File: config.mk
export PLATFORM = sky130hd
export DESIGN_NAME = mem_wb_stage
export DESIGN_NICKNAME = d
export VERILOG_FILES = /design/src/rtl/mem_wb_stage.sv
export SDC_FILE = /design/constraint.sdc
export NUM_CORES = 1
export LEC_CHECK = 0
export CORE_MARGIN = 10
export CORE_UTILIZATION = 44
export DETAILED_ROUTE_END_ITERATION = 8
export PLACE_DENSITY_LB_ADDON = 0.3
export SYNTH_ARGS = -nofsm -noshare
export SYNTH_HDL_FRONTEND = slang
export SYNTH_SLANG_ARGS = --single-unit
File: constraint.sdc
create_clock -name clk -period 2.95 [get_ports clk]
set_clock_uncertainty 0.2 [all_clocks]
set_input_delay 0.59 -clock clk [delete_from_list [all_inputs] [get_ports clk]]
set_output_delay 0.59 -clock clk [all_outputs]
set_load 0.05 [all_outputs]
File: src/rtl/mem_wb_stage.sv
// MEM/WB pipeline register: captures the MEM-stage result, honours stall/flush,
// and performs big-endian load extraction plus misaligned-load detection.
module mem_wb_stage #(
  parameter int unsigned DATA_W = 32,
  parameter int unsigned ADDR_W = 5
) (
  input  logic              clk,
  input  logic              rst,
  input  logic              stall_mem,
  input  logic              stall_wb,
  input  logic              flush,
  input  logic [ADDR_W-1:0] mem_wd,
  input  logic              mem_wreg,
  input  logic [DATA_W-1:0] mem_wdata,
  input  logic              mem_is_load,
  input  logic [2:0]        mem_ldtype,
  input  logic [1:0]        mem_addr_lo,
  input  logic              mem_whilo,
  input  logic [DATA_W-1:0] mem_hi,
  input  logic [DATA_W-1:0] mem_lo,
  output logic [ADDR_W-1:0] wb_wd,
  output logic              wb_wreg,
  output logic [DATA_W-1:0] wb_wdata,
  output logic              wb_whilo,
  output logic [DATA_W-1:0] wb_hi,
  output logic [DATA_W-1:0] wb_lo,
  output logic              wb_adel
);

  localparam logic [2:0] LdLb  = 3'b001;
  localparam logic [2:0] LdLbu = 3'b010;
  localparam logic [2:0] LdLh  = 3'b011;
  localparam logic [2:0] LdLhu = 3'b100;

  typedef struct packed {
    logic [ADDR_W-1:0] wd;
    logic              wreg;
    logic [DATA_W-1:0] wdata;
    logic              is_load;
    logic [2:0]        ldtype;
    logic [1:0]        addr_lo;
    logic              whilo;
    logic [DATA_W-1:0] hi;
    logic [DATA_W-1:0] lo;
  } wb_regs_t;

  wb_regs_t regs_d, regs_q;

  // A held MEM stage with a running WB stage injects a bubble so the same
  // instruction is never written back twice.
  always_comb begin
    regs_d = regs_q;
    if (flush) begin
      regs_d = '0;
    end else if (stall_mem && !stall_wb) begin
      regs_d = '0;
    end else if (!stall_mem) begin
      regs_d.wd      = mem_wd;
      regs_d.wreg    = mem_wreg;
      regs_d.wdata   = mem_wdata;
      regs_d.is_load = mem_is_load;
      regs_d.ldtype  = mem_ldtype;
      regs_d.addr_lo = mem_addr_lo;
      regs_d.whilo   = mem_whilo;
      regs_d.hi      = mem_hi;
      regs_d.lo      = mem_lo;
    end
  end

  always_ff @(posedge clk or negedge rst) begin
    if (!rst) begin
      regs_q <= '0;
    end else begin
      regs_q <= regs_d;
    end
  end

  logic [7:0]        byte_sel;
  logic [15:0]       half_sel;
  logic [DATA_W-1:0] load_data;
  logic              misaligned;

  always_comb begin
    // Offset 0 addresses the most significant byte (big-endian).
    unique case (regs_q.addr_lo)
      2'd0:    byte_sel = regs_q.wdata[DATA_W-1  -: 8];
      2'd1:    byte_sel = regs_q.wdata[DATA_W-9  -: 8];
      2'd2:    byte_sel = regs_q.wdata[DATA_W-17 -: 8];
      default: byte_sel = regs_q.wdata[DATA_W-25 -: 8];
    endcase
    half_sel = regs_q.addr_lo[1] ? regs_q.wdata[DATA_W-17 -: 16]
                                 : regs_q.wdata[DATA_W-1  -: 16];

    load_data  = regs_q.wdata;
    misaligned = 1'b0;
    case (regs_q.ldtype)
      LdLb:  load_data = {{(DATA_W-8){byte_sel[7]}}, byte_sel};
      LdLbu: load_data = {{(DATA_W-8){1'b0}}, byte_sel};
      LdLh: begin
        load_data  = {{(DATA_W-16){half_sel[15]}}, half_sel};
        misaligned = regs_q.addr_lo[0];
      end
      LdLhu: begin
        load_data  = {{(DATA_W-16){1'b0}}, half_sel};
        misaligned = regs_q.addr_lo[0];
      end
      // LW and the reserved encodings pass the word through.
      default: misaligned = (regs_q.addr_lo != 2'd0);
    endcase
  end

  always_comb begin
    wb_wd    = regs_q.wd;
    wb_whilo = regs_q.whilo;
    wb_hi    = regs_q.hi;
    wb_lo    = regs_q.lo;
    wb_adel  = regs_q.is_load && misaligned;
    wb_wreg  = regs_q.wreg && !wb_adel;
    if (!regs_q.is_load) begin
      wb_wdata = regs_q.wdata;
    end else if (misaligned) begin
      wb_wdata = '0;
    end else begin
      wb_wdata = load_data;
    end
  end

endmodule

# Yosys cells after proc, flatten, opt, wreduce, memory -nomap -nowiden
# Cells that the tools add are included.
# classes
n_reduce_logical	9
muxes	9
n_eq_ne	7
# ops
cell	count
$mux W109	3
$pmux W32 S4	1
$mux W32	2
$pmux W8 S3	1
$mux W16	1
$eq A3 B2 Y1 const B	2
$reduce_or A2 Y1	2
$eq A3 B1 Y1 const B	1
$eq A3 B3 Y1 const B	1
$logic_and A1 B1 Y1	3
$ne A3 B1 Y1 const B	1
$eq A2 B1 Y1 const B	1
$eq A2 B2 Y1 const B	1
$logic_not A1 Y1	2
$logic_not A2 Y1	1
$pmux W1 S2	1
$reduce_bool A2 Y1	1
# totals
register_bits	109

# Longest topological paths before layout
# logic_depth
depth_word	6
mapped_depth	7

# Worst setup path after synthesis
# OpenSTA, ideal clock, no wires.
# synth_timing
path_type	register to output
startpoint	register regs_q[67]
endpoint	output wb_wdata[0]
required_ns	2.160
slack_ns	-0.392
stages_incl_launch_ff	6
arrival_time_ns	2.552
cell_sequence	dfrtp_1 > buf_4 > nand2b_1 > a21oi_1 > nor3_2 > nor3_1
# synth_via
elab_chain_cells	5
elab_cells_between_ends	10
# synth_lines
item	line	text
start, declared	47	wb_regs_t regs_d, regs_q;
start signal, assigned	74	regs_q <= regs_d;
$eq A3 B3 Y1 (tied with other cells)	96	case (regs_q.ldtype)
$reduce_or A2 Y1 (no line)	--	
$pmux W1 S2	96	
$mux W32 *	121	end else if (misaligned) begin
$mux W32 *	119	if (!regs_q.is_load) begin
end, declared	23	output logic [DATA_W-1:0] wb_wdata,
# Every way passes the cells marked *; elsewhere a longest branch is shown, timed or not.

# Final worst setup path
# layout_timing
startpoint	register regs_q[68]
endpoint	output wb_wdata[0]
# Same word-level chain as after synthesis.

==> flow_summary.ini <==
[yosys]
syn_avg_cell_area_um2 = 12.2
synth-compound-area-share = 0.254
synth_mux_area_frac = 0.0652
yosysTopAreaCell = dfrtp_1
synthSimpleGateAreaFrac = 0.0417
netlist.area_leader.share = 0.511
synth-adder-area-share = 0
netlist_area_mm2 = 0.00534
synth_area_leaders = dfrtp_1 51%, a22o_1 18%, buf_4 10%, mux4_2 3.4%, mux2_2 3.0%
syn_nets = 553
ys_ff_latch = 109
synthXorXnorAreaFrac = 0
synthCells = 439
synth_top_family_by_area = compound AO/OA/AOI/OAI gates
synth.distinct_cells = 38
synth_warnings = 0
ys_seq_area_frac = 0.511

[floorplanning]
start_util = 0.446
dieWidth_um = 130
die_area_mm2 = 0.0169
die_height_um = 130
pin_count = 218
core-area_mm2 = 0.0120
placementRows = 40

[worst_hold_path]
hp-class = reg -> reg

[route]
vias = 4365
totalWireLength_um = 17400
drtAntennaViolNets = 0
drt-pass1-iter-count = 5
post_drt_wl_per_cell_um = 23.4
via_per_inst = 5.87
drt-initial-drc-count = 514
drc = 0

[placed_design]
place_hpwl_um = 12400
placed_cells = 712
gp_congestion = 0.933
numPortBuffers = 217

[cells_and_area]
syn_to_final_growth_pct = 50.3
multiInputGateArea_mm2 = 0.00213
n_antenna_cell = 0
final_layout_size_suffix_gt1_frac = 0.229
fillCellCount = 843
fin_nets = 706
final_cells = 744
seqCellArea_mm2 = 0.00273

[run]
drv_cap = 0

[setup_path]
cpMostUsedCell = buf_4
worstPathRequired_ns = 2.16
r2r_setup_slack_ns = 1.77
cp.arrival_ns = 2.30
regToRegStartpoint = regs_q[65]
crit_type = reg -> out
reg2reg_depth = 2
startpoint_type = register
cp-endpoint = wb_wdata[0]
crit_chain = buf_4, buf_4, nand3b_1, nand2_4, buf_4, a221oi_1, nor3_2, buf_4
critPathMaxFanout = 7
crit_slowest_cell = dfrtp_2
r2r-end = regs_q[65]
end_kind = output pin
crit_path_start = regs_q[68]
cpPeakStageDelay_ns = 0.43

[clock_network]
clk_latency_ns = 0.34
clock-sinks = 109
cts_buffer_depth = 2
cts.clk_slew.worst_paths_ns = 0.07
cts_made_buffers = 9
cts_tree = yes
clock-root-buffer = clkbuf_16
ctsHtreeMaxLevel = 3

[global_route]
antenna_found_initial = 0
grt_usage = 0.203
grt_max_degree = 62
grt_pass1_vias = 4670
grt.overflow.total = 0
grt_pass1_wl_um = 26800

[sta]
slew_headroom = 0.581
timing.final.crit_period_ns = 3.09
max_freq_mhz = 324
layout_setup_ws_ns = -0.136
whs_ns = 0.305
final-setup-viol-count = 28
finalMaxSlewViolations = 0
rsz0062_at_grt = true
fin_crit_sh = 1.05
tightest_slew_ns = 0.629
hold_viol_final = 0

[power]
vdd.ir_drop.worst_uv = 352
p_per_area_mw_per_mm2 = 483
leakagePower_nw = 3.46

[run_status]
status = complete, but fails checks
violations = negative setup slack
[cells in the mapped netlist (all sizes together)]
library cell,instances
a22o,109
or3b,1
o21a,17
nor4,1
o2111ai,1
nand2b,3
a311oi,1
or3,2
mux2i,1
or4,1
and3,1
nor2,11
nor3,10
nor3b,1
mux4,8
nand3b,1
mux2,14
buf,82
a211o,1
nand3,1
a221oi,7
clkbuf,22
nand2,3
a32oi,1
o21ai,3
a21boi,1
dfrtp,109
nor2b,2
a21oi,11
and4,1
o211ai,1
a31oi,1
inv,2
o2bb2ai,8
[area by class of cell]
class | count | share of cell area
timing repair buffer | 246 | 0.333
multi-input combinational | 224 | 0.265
inverter | 2 | 0.000935
clock inverter | 5 | 0.00733
clock buffer | 11 | 0.0302
tap | 147 | 0.0229
sequential | 109 | 0.340
[placed cells by master, fill, tap and decap left out, types with 2 or more instances in the layout]
cell type / instances
a21oi_1: 8
clkdlybuf4s50_1: 182
a21oi_2: 2
a221oi_2: 2
a22o_1: 109
or3_1: 2
dfrtp_2: 4
o2bb2ai_2: 3
o21ai_2: 2
nor2_4: 2
inv_1: 2
buf_12: 29
nor3_2: 8
mux4_2: 8
o2bb2ai_1: 5
o21a_1: 16
a221oi_1: 4
buf_6: 3
clkbuf_16: 9
nor2_1: 9
dfrtp_1: 105
clkbuf_2: 2
buf_4: 29
mux2_2: 14
nand2b_1: 2
clkinvlp_4: 2
[logic make-up after synthesis]
logic type,count (synthesis)
flip-flops,109
AND/OR/NAND/NOR,39
AO/OA/AOI/OAI,162
buffers and inverters,106
multiplexers,23
[power breakdown]
part | internal [mW] | switching, mW | leakage [nW] | total (mW)
clock network | 0.685 | 0.563 | 0.142 | 1.25
logic | 0.453 | 0.541 | 1.87 | 0.994
registers | 1.56 | 0.0672 | 1.45 | 1.63
[stage by stage]
stage | cell area (um^2) | setup TNS [ns] | utilization | power (mW) | worst slack, ns
floorplan | 5390 | 0 | - | 2.20 | 0.0144
global placement | 7440 | 0 | 0.622 | 2.59 | 0.137
detailed placement | 7440 | 0 | 0.622 | 2.61 | 0.0423
CTS | 7930 | -0.871 | 0.663 | 3.88 | -0.0572
global route | 8030 | -4.30 | 0.671 | 4.02 | -0.188
finish | 8030 | -2.37 | 0.671 | 3.87 | -0.136
[flip-flops by register name, summed over array words and instances, names as in the netlist]
name	count
regs_q	39
wb_hi	32
wb_lo	32
wb_wd	5
wb_whilo	1
[what timing repair did]
item                                   4_1_cts  5_1_grt
endpoints found under the hold margin        8        0
setup buffers                               12        3
setup endpoints to repair                   34       33
gates resized for setup                     18       16
hold buffers                                 1        0
pin swaps                                    4        5
[critical path, delay by kind of cell, from the launching register on]
kind                   cells  cell delay (ns)
buffers and inverters      4             0.67
AO/OA/AOI/OAI              1             0.41
flip-flops                 1             0.43
AND/OR/NAND/NOR            3             0.43
[metal layers]
| metal | part of all wire | vias to the layer above | global-route usage | routed length, um |
|---|---|---|---|---|
| met5 | 0 | - | 0 | 0 |
| met4 | 0.031 | 0 | 0.0906 | 542 |
| met3 | 0.12 | 35 | 0.0937 | 2170 |
| met2 | 0.47 | 256 | 0.311 | 8160 |
| met1 | 0.38 | 2171 | 0.240 | 6550 |
| li1 | - | 1903 | - | - |
[worst min-delay path by stage]
| stage | from | end | slack (ns) | cells past startpoint |
|---|---|---|---|---|
| final | wb_lo[25] | wb_lo[25] | 0.31 | 1 |
| after CTS | wb_lo[18] | wb_lo[18] | 0.31 | 1 |
| after floorplan | rst | regs_q[100] | 0.09 | 0 |
| after detailed placement | rst | regs_q[65] | 0.24 | 1 |
| after global routing | wb_lo[8] | wb_lo[8] | 0.32 | 1 |
| after global placement | rst | regs_q[65] | 0.24 | 1 |
(Power assumes the default switching activity.)
